### src/rtl/calc_pkg.sv
// Shared constants and types for the calculator datapath blocks.
package calc_pkg;

  localparam int unsigned FACT_WIDTH = 16;
  localparam int unsigned FACT_MAX_N = 8;
  localparam logic [5:0]  OP_FACT    = 6'b011000;

  typedef enum logic [1:0] {
    IDLE = 2'b00,
    CALC = 2'b01,
    DONE = 2'b10
  } fact_state_t;

endpackage

### src/rtl/fact_unit_if.sv
// FACT/FACT_END handshake between the control unit (master) and fact_unit (slave).
interface fact_unit_if #(
  parameter int unsigned Width = calc_pkg::FACT_WIDTH
);
  logic             fact;
  logic             sel_x;
  logic             sel_y;
  logic [Width-1:0] x_in;
  logic [Width-1:0] y_in;
  logic             busy;
  logic             fact_end;
  logic [Width-1:0] result;
  logic             ovf;

  modport master (
    output fact, sel_x, sel_y, x_in, y_in,
    input  busy, fact_end, result, ovf
  );

  modport slave (
    input  fact, sel_x, sel_y, x_in, y_in,
    output busy, fact_end, result, ovf
  );
endinterface

### src/rtl/fact_mult.sv
// Combinational Width x Width multiply: low word plus a flag for a nonzero upper half.
module fact_mult #(
  parameter int unsigned Width = 16
) (
  input  logic [Width-1:0] a,
  input  logic [Width-1:0] b,
  output logic [Width-1:0] lo,
  output logic             ovf
);
  logic [2*Width-1:0] full;

  assign full = {{Width{1'b0}}, a} * {{Width{1'b0}}, b};
  assign lo   = full[Width-1:0];
  assign ovf  = |full[2*Width-1:Width];
endmodule

### src/rtl/fact_unit.sv
// Iterative factorial engine answering the control unit's FACT request with a FACT_END pulse.
module fact_unit
  import calc_pkg::*;
#(
  parameter int unsigned Width = FACT_WIDTH,
  parameter int unsigned MaxN  = FACT_MAX_N
) (
  input  logic        clk,
  input  logic        rst_n,
  fact_unit_if.slave  bus
);
  fact_state_t      state_q, state_d;
  logic [Width-1:0] acc_q, acc_d;
  logic [Width-1:0] n_q, n_d;
  logic [Width-1:0] result_q, result_d;
  logic             ovf_q, ovf_d;
  logic             sticky_q, sticky_d;
  logic             fact_q;
  logic             fact_end_q;
  logic [Width-1:0] n_in;
  logic [Width-1:0] prod_lo;
  logic             prod_ovf;
  logic             start;

  assign n_in  = bus.sel_x ? bus.x_in : bus.y_in;
  assign start = (state_q == IDLE) && bus.fact && !fact_q && (bus.sel_x || bus.sel_y);

  fact_mult #(.Width(Width)) u_mult (
    .a   (acc_q),
    .b   (n_q),
    .lo  (prod_lo),
    .ovf (prod_ovf)
  );

  always_comb begin
    state_d  = state_q;
    acc_d    = acc_q;
    n_d      = n_q;
    result_d = result_q;
    ovf_d    = ovf_q;
    sticky_d = sticky_q;
    unique case (state_q)
      IDLE: begin
        if (start) begin
          sticky_d = 1'b0;
          if (n_in > Width'(MaxN)) begin
            result_d = '1;
            ovf_d    = 1'b1;
            state_d  = DONE;
          end else begin
            n_d     = n_in;
            acc_d   = Width'(1);
            state_d = CALC;
          end
        end
      end
      CALC: begin
        if (n_q <= Width'(1)) begin
          result_d = sticky_q ? '1 : acc_q;
          ovf_d    = sticky_q;
          state_d  = DONE;
        end else if (n_q == Width'(2)) begin
          // Last multiply lands straight in the result register.
          result_d = (sticky_q || prod_ovf) ? '1 : prod_lo;
          ovf_d    = sticky_q || prod_ovf;
          state_d  = DONE;
        end else begin
          acc_d    = prod_lo;
          n_d      = n_q - Width'(1);
          sticky_d = sticky_q || prod_ovf;
        end
      end
      DONE:    state_d = IDLE;
      default: state_d = IDLE;
    endcase
  end

  always_ff @(posedge clk or negedge rst_n) begin
    if (!rst_n) begin
      state_q    <= IDLE;
      acc_q      <= '0;
      n_q        <= '0;
      result_q   <= '0;
      ovf_q      <= 1'b0;
      sticky_q   <= 1'b0;
      fact_q     <= 1'b0;
      fact_end_q <= 1'b0;
    end else begin
      state_q    <= state_d;
      acc_q      <= acc_d;
      n_q        <= n_d;
      result_q   <= result_d;
      ovf_q      <= ovf_d;
      sticky_q   <= sticky_d;
      fact_q     <= bus.fact;
      fact_end_q <= (state_d == DONE);
    end
  end

  assign bus.busy     = (state_q != IDLE);
  assign bus.fact_end = fact_end_q;
  assign bus.result   = result_q;
  assign bus.ovf      = ovf_q;
endmodule
### src/flat_wrapper.sv
// flat-port wrapper written by rule: the top's interface ports become plain ports
module fact_unit_flat import calc_pkg::*;
#(
  parameter int unsigned Width = FACT_WIDTH,
  parameter int unsigned MaxN  = FACT_MAX_N
)
  (clk, rst_n, bus_fact, bus_sel_x, bus_sel_y, bus_x_in, bus_y_in, bus_busy, bus_fact_end, bus_result, bus_ovf);
  fact_unit_if #(.Width(Width)) bus_i ();
  input  logic clk;
  input  logic rst_n;
  input wire logic [$bits(bus_i.fact)-1:0] bus_fact;
  input wire logic [$bits(bus_i.sel_x)-1:0] bus_sel_x;
  input wire logic [$bits(bus_i.sel_y)-1:0] bus_sel_y;
  input wire logic [$bits(bus_i.x_in)-1:0] bus_x_in;
  input wire logic [$bits(bus_i.y_in)-1:0] bus_y_in;
  output wire logic [$bits(bus_i.busy)-1:0] bus_busy;
  output wire logic [$bits(bus_i.fact_end)-1:0] bus_fact_end;
  output wire logic [$bits(bus_i.result)-1:0] bus_result;
  output wire logic [$bits(bus_i.ovf)-1:0] bus_ovf;
  assign bus_i.fact = bus_fact;
  assign bus_i.sel_x = bus_sel_x;
  assign bus_i.sel_y = bus_sel_y;
  assign bus_i.x_in = bus_x_in;
  assign bus_i.y_in = bus_y_in;
  assign bus_busy = bus_i.busy;
  assign bus_fact_end = bus_i.fact_end;
  assign bus_result = bus_i.result;
  assign bus_ovf = bus_i.ovf;
  fact_unit #(.Width(Width), .MaxN(MaxN)) u_core (.clk(clk), .rst_n(rst_n), .bus(bus_i));
endmodule
### config.mk
export PLATFORM = sky130hd
export DESIGN_NAME = fact_unit_flat
export DESIGN_NICKNAME = d
export VERILOG_FILES = /design/src/rtl/calc_pkg.sv /design/src/rtl/fact_unit_if.sv /design/src/rtl/fact_mult.sv /design/src/rtl/fact_unit.sv /design/src/flat_wrapper.sv
export SDC_FILE = /design/constraint.sdc
export NUM_CORES = 1
export LEC_CHECK = 0
export CAP_MARGIN = 5
export CORE_AREA = 2 2 186 188
export DETAILED_ROUTE_END_ITERATION = 12
export DIE_AREA = 0 0 188 190
export DONT_BUFFER_PORTS = 1
export PLACE_DENSITY = 0.47
export SKIP_CTS_REPAIR_TIMING = 1
export SYNTH_ARGS = -nofsm -noshare
export SYNTH_HDL_FRONTEND = slang
export SYNTH_SLANG_ARGS = --single-unit
### constraint.sdc
create_clock -name clk -period 10.55 [get_ports clk]
set_clock_uncertainty 0.1 [all_clocks]
set_input_delay 2.6375 -clock clk [delete_from_list [all_inputs] [get_ports clk]]
set_output_delay 2.6375 -clock clk [all_outputs]
set_load 0.1 [all_outputs]
# Yosys cells after proc, flatten, opt, wreduce, memory -nomap -nowiden
# Index checks and enable logic that the tools add are counted.
[classes] n_addsub=1 multipliers=1 div_mod_pow=0 magnitude_cmp=2 n_eq_ne=9 shifts=0 mux=32 n_bitwise=0 n_reduce_logical=13
[ops] operator="16-bit 2-to-1 mux" count=15
[ops] operator="16-bit one-hot mux with 2 select lines" count=3
[ops] operator="16-bit by 16-bit multiplier with 32-bit output" count=1
[ops] operator="16-bit by 2-bit equality test with 1-bit output (second input constant)" count=1
[ops] operator="16-bit by 4-bit greater-than comparator with 1-bit output (second input constant)" count=1
[ops] operator="16-bit by 1-bit <= comparator with 1-bit output (second input constant)" count=1
[ops] operator="16-bit OR reduction" count=1
[ops] operator="16-bit by 1-bit subtractor with 16-bit output (second input constant)" count=1
[ops] operator="2-bit 2-to-1 mux" count=4
[ops] operator="2-bit inequality test (second input constant)" count=4
[ops] operator="4-bit AND reduction" count=2
[ops] operator="1-bit 2-to-1 mux" count=7
[ops] operator="5-bit AND reduction" count=1
[ops] operator="1-bit one-hot mux with 2 select lines" count=2
[ops] operator="2-bit one-hot mux with 2 select lines" count=1
[ops] operator="2-bit nonzero test" count=2
[ops] operator="1-bit logical AND" count=3
[ops] operator="3-bit by 1-bit inequality test with 1-bit output (second input constant)" count=1
[ops] operator="2-bit by 1-bit equality test with 1-bit output (second input constant)" count=1
[ops] operator="2-bit equality test (second input constant)" count=1
[ops] operator="2-bit logical NOT" count=1
[ops] operator="1-bit logical OR" count=2
[ops] operator="2-bit by 1-bit inequality test with 1-bit output (second input constant)" count=1
[ops] operator="1-bit logical NOT" count=1
[totals] ff_bits=54 latchBits=0 mem_bits_rw=0 rom_bits=0 n_memories=0

# Depth between registers and ports, before layout
[logic_depth] ltp_word=7 mapped_depth=28

# Modules after synthesis
# From an unflattened synthesis, not the netlist that was laid out.
[unflattened] hier_cells=1313 hier_area_um2=11717.5
[by_module_without_submodules] module="fact_mult" instances=1 cells_per_inst=954 area_per_inst_um2=8401.8 seq_area_each_um2=0.0
[by_module_without_submodules] module="fact_unit" instances=1 cells_per_inst=359 area_per_inst_um2=3315.7 seq_area_each_um2=1351.3

# Least setup slack after synthesis
# OpenSTA, ideal clock, no wires.
[synth_timing] kind="register to register" start="reg u_core.n_q[3]" end="reg u_core.result_q[1], in the netlist u_core.bus.result[1]" t_arrival_ns=6.713 setup_slack_ns=3.609 path_stages_with_launch=25 n_path_buf=4 synth_period_minus_slack_ns=6.941 cell_sequence="dfrtp_1 > clkbuf_1 > clkbuf_1 > nand2_1 > fa_1 > fa_1 > inv_1 > fa_1 > inv_1 > fa_1 > fa_1 > fa_1 > inv_1 > ha_1 > clkbuf_1 > nand4_1 > a2111oi_0 > nor3_2 > xnor2_1 > a311oi_2 > nand4_1 > or4_1 > buf_6 > o41ai_2 > a21oi_1"
[synth_via] elab_chain_cells=7 elab_cells_between_ends=11 cone_classes="1 x mul; 1 x order compare; 2 x eq/ne; 4 x mux; 3 x reduce/logical"
[synth_lines] element="start: declaration" line_no="fact_unit.sv:14" text="logic [Width-1:0] n_q, n_d;"
[synth_lines] element="start signal: assignment" line_no="fact_unit.sv:91" text="n_q <= n_d;"
[synth_lines] element="16-bit by 16-bit multiplier with 32-bit output" line_no="fact_mult.sv:12" text="assign full = {{Width{1'b0}}, a} * {{Width{1'b0}}, b};"
[synth_lines] element="16-bit OR reduction" line_no="fact_mult.sv:14" text="assign ovf = |full[2*Width-1:Width];"
[synth_lines] element="1-bit logical OR" line_no="fact_unit.sv:64" text="result_d = (sticky_q || prod_ovf) ? '1 : prod_lo;"
[synth_lines] element="16-bit 2-to-1 mux" line_no="fact_unit.sv:64"
[synth_lines] element="16-bit 2-to-1 mux" line_no="fact_unit.sv:62" text="end else if (n_q == Width'(2)) begin"
[synth_lines] element="16-bit 2-to-1 mux" line_no="fact_unit.sv:58" text="if (n_q <= Width'(1)) begin"
[synth_lines] element="16-bit one-hot mux with 2 select lines" line_no="fact_unit.sv:42" text="unique case (state_q)"
[synth_lines] element="end signal: assignment" line_no="fact_unit.sv:92" text="result_q <= result_d;"
[synth_lines] element="end: declaration" line_no="fact_unit.sv:15" text="logic [Width-1:0] result_q, result_d;"
# Several ways; a longest one is shown, not always the timed one. The select of a mux whose other input is x is not followed.
# A chain may end at the register's enable or synchronous reset.

# Worst setup path after layout
[layout_timing] start="reg u_core.acc_q[6]" end="reg u_core.result_q[10], in the netlist u_core.bus.result[10]"
[layout_via] elab_chain_cells=7
[layout_lines] element="start: declaration" line_no="fact_unit.sv:13" text="logic [Width-1:0] acc_q, acc_d;"
[layout_lines] element="start signal: assignment" line_no="fact_unit.sv:81" text="acc_q <= '0;"
[layout_lines] element="start signal: assignment" line_no="fact_unit.sv:90" text="acc_q <= acc_d;"
[layout_lines] element="16-bit by 16-bit multiplier with 32-bit output *" line_no="fact_mult.sv:12"
[layout_lines] element="16-bit OR reduction" line_no="fact_mult.sv:14"
[layout_lines] element="1-bit logical OR" line_no="fact_unit.sv:64"
[layout_lines] element="16-bit 2-to-1 mux *" line_no="fact_unit.sv:64"
[layout_lines] element="16-bit 2-to-1 mux *" line_no="fact_unit.sv:62"
[layout_lines] element="16-bit 2-to-1 mux *" line_no="fact_unit.sv:58"
[layout_lines] element="16-bit one-hot mux with 2 select lines *" line_no="fact_unit.sv:42"
# Every way passes the cells marked *; elsewhere a longest branch is shown, timed or not. The select of a mux whose other input is x is not followed.

==> results.md <==
- Std-Cell Rows: 68
- Reg power frac: 0.311
- Initial antenna violation count: 0
- CORE AREA: 33,900 sq um
- H-tree depth: 2
- Hpwl dp: 26.9 mm
- Total CTS buffers: 5
- Sw Ratio: 0.384
- Distinct cells, synth: 67
- Detailed-route via count: 8,815
- Startpoint Class: register
- Max-Cap Viols: 0
- CTS tree: yes
- Syn nets: 1,669
- Main flop type after synthesis: dfrtp_1
- Commonest non-fill, non-tap cell in the layout: inv_1
- Initial DRC Count: 548
- Worst setup path start: u_core.acc_q[6]$_DFFE_PN0P_
- Pwr Total: 705 uW
- Ys Warns: 0
- Max-slew violations: 0
- Power per cell area: just under 60 nW/um^2
- # port buffers: 0
- IO Count: 56
- # diodes: 0
- DIE AREA: 35,700 sq um
- Register clock-pin slew on the reported worst setup and hold paths: ~0.080 ns
- NumNets Final: between 1,500 and 2,000
- Pre-antenna DRT Iters: 5
- Drt drc: 0
- Yosys top cell by area: fa_1
- Mapped Avg Cell Area: 8.76 sq um
- Final non-filler cell total: 1,715
- Synth top area cells: fa_1 (33%), dfrtp_1 (12%), ha_1 (11%), and2_1 (7.2%), inv_1 (7.1%)
- Post-synthesis sequential area ratio: 0.116
- Fin Hold WS: 0.692 ns
- #FFs+latches synth: 54
- Pint: 434 uW
- Routability cong.: roughly 0.8
- Setup TNS: 0 ns
- WL per Instance: 20.1 um
- Sw Pwr: between 200 and 300 uW
- Vias in the first global route: slightly above 9,000
- Cell count after synthesis: 1,331
- Vias per inst: around 5.1
- Initial Utilization: 0.344
- RSZ-0062 raised after global routing: false
- Final WL: 34.4 mm
- Share of cells above drive strength 1: 0.0278
- Maximum VDD drop: 0.0632 mV
- GRT overflow: 0
- Synth top area share: 0.333
- Area delta synth->final: 3.92%
- Run status: complete, no violations
- Post-synth EDFFs: 0
- Max transition margin: 0.294
- Fin crit share: 0.755
- Clk pwr share: 0.296
- Final Core Density: 0.357
- Die W: about 190 um
- Tot GR Track Use: 0.200
- Most frequent cells in the layout: inv_1 (220), fa_1 (194), nand2_1 (171)
- Clk Latency, worst-skew pair: 0.31 ns
- R2r worst-path depth: 21
- RR Endpoint: u_core.bus.result[10]$_DFFE_PN0P_
- First-pass GRT wire length: 55.0 mm
- Worst hold-check path type: reg2reg
- Count of clock tree sinks: 54
- Worst-margin pin slew: approximately 1.1 ns
- Antenna-violating nets left: 0
- Reg2reg setup slack: ~2.6 ns
- Power share of the combinational group: 0.394
- Critical Path AT: 8.01 ns
- CP Class: reg2reg
- Cell area after synthesis: roughly 12,000 sq um
- CP Capture Type: register
- # fillers: 3,534
- Clk buf depth: 2
- CP max FO: 18
- Reg-to-Reg Start: u_core.acc_q[6]$_DFFE_PN0P_
- # placed instances: about 1,700
- Pin count of the biggest net entering global routing: 55
- Pleak: around 0.0054 uW
- Max Fclk: about 0.13 GHz
- Final hold vios: 0
- Async set or reset register ratio after synthesis: 1.00
- Critical Path End: u_core.bus.result[10]$_DFFE_PN0P_
- WP data required: about 11 ns
- Tmin final: 7.97 ns
- Height of the die: roughly 190 um
- Final setup viols: 0
- Root Driver: clkbuf_16
==> worst min path at each step <==
stage	from	endpoint	cells after the start
final	u_core.acc_q[11]$_DFFE_PN0P_	u_core.bus.result[11]$_DFFE_PN0P_	2
after detailed placement	u_core.fact_q$_DFF_PN0_	u_core.sticky_q$_DFFE_PN0P_	4
after global placement	u_core.fact_q$_DFF_PN0_	u_core.bus.fact_end$_DFF_PN0_	3
after CTS	u_core.fact_q$_DFF_PN0_	u_core.sticky_q$_DFFE_PN0P_	4
after floorplan	u_core.acc_q[2]$_DFFE_PN0P_	u_core.acc_q[2]$_DFFE_PN0P_	1
after global routing	u_core.fact_q$_DFF_PN0_	u_core.bus.fact_end$_DFF_PN0_	3
==> synthesized netlist by cell type, types with 4 or more instances <==
library cell and number:
nand4_1 12, clkbuf_1 72, or3_1 4, a21o_1 12, xnor2_1 15, a211oi_1 4
ha_1 107, nor2b_1 5, o22ai_1 8, o21ai_1 9, nor3_1 12, inv_1 220
dfrtp_1 54, nor2_1 40, o21ai_0 43, fa_1 194, a22o_1 12, nor4_1 5
mux2i_1 14, nand3_1 10, nand2b_1 11, xor2_1 10, nand2_1 171, o41ai_2 7
and2_1 135, and3_1 5, o32ai_1 6, a21oi_1 51, buf_2 8, a31oi_1 16
==> logic make-up after synthesis <==
| group | count (synthesis) | share of synthesized area |
|---|---|---|
| AO/OA/AOI/OAI | 206 | 0.120 |
| XOR/XNOR | 25 | 0.0188 |
| adder cells (fa/ha/maj) | 301 | 0.448 |
| buffers and inverters | 305 | 0.100 |
| flip-flops | 54 | 0.116 |
| multiplexers | 15 | 0.0130 |
| AND/OR/NAND/NOR | 425 | 0.184 |
==> per-stage QoR <==
stage          area, sq um  worst slack [ns]
6_report             12100              2.58
5_1_grt              12100              2.20
4_1_cts              12100              2.63
3_5_place_dp         11900              2.64
3_3_place_gp         11900              2.67
2_1_floorplan        11700              3.61
==> power groups by stage <==
stage / clock network [uW] / registers [uW] / logic [uW]
5_1_grt: 220 / 219 / 312
4_1_cts: 212 / 219 / 279
3_5_place_dp: 0 / 223 / 276
2_1_floorplan: 0 / 215 / 210
3_3_place_gp: 0 / 223 / 279
6_report: 208 / 219 / 277
==> metal layers <==
metal	wire length [um]	up-vias	global-route usage
met1	15900	4536	0.278
met4	588	0	0.0385
li1	-	4087	-
met2	16500	172	0.336
met3	1390	20	0.0236
met5	0	-	0
==> area by class of cell <==
class | count | area (sq um) | area share
timing repair buffer | 6 | 45.0 | 0.00372
inverter | 220 | 826 | 0.0681
clock buffer | 6 | 139 | 0.0115
sequential | 54 | 1350 | 0.112
clock inverter | 2 | 38.8 | 0.00320
tap | 455 | 569 | 0.0470
multi-input combinational | 972 | 9150 | 0.755
==> flip-flops by register name, summed over array words and instances, names as in the netlist <==
register,cells
u_core.acc_q,16
u_core.bus.result,16
u_core.state_q,2
u_core.n_q,16
u_core.fact_q,1
u_core.bus.ovf,1
u_core.sticky_q,1
u_core.bus.fact_end,1
==> critical path, stage by stage (launching register included) <==
cell	delay, ns
dfrtp_1	1.03
nand2_1	0.17
fa_1	0.55
inv_1	0.05
fa_1	0.50
inv_1	0.06
fa_1	0.50
fa_1	0.57
fa_1	0.44
fa_1	0.49
inv_1	0.04
ha_1	0.43
a21oi_1	0.33
o21ai_0	0.18
nor2_1	0.12
nor3b_1	0.40
a211oi_1	0.16
a311oi_2	0.26
nand4_1	0.14
or4_1	0.81
nor2_4	0.33
a31oi_1	0.13
Note: power is estimated with default switching activity, not from simulation.
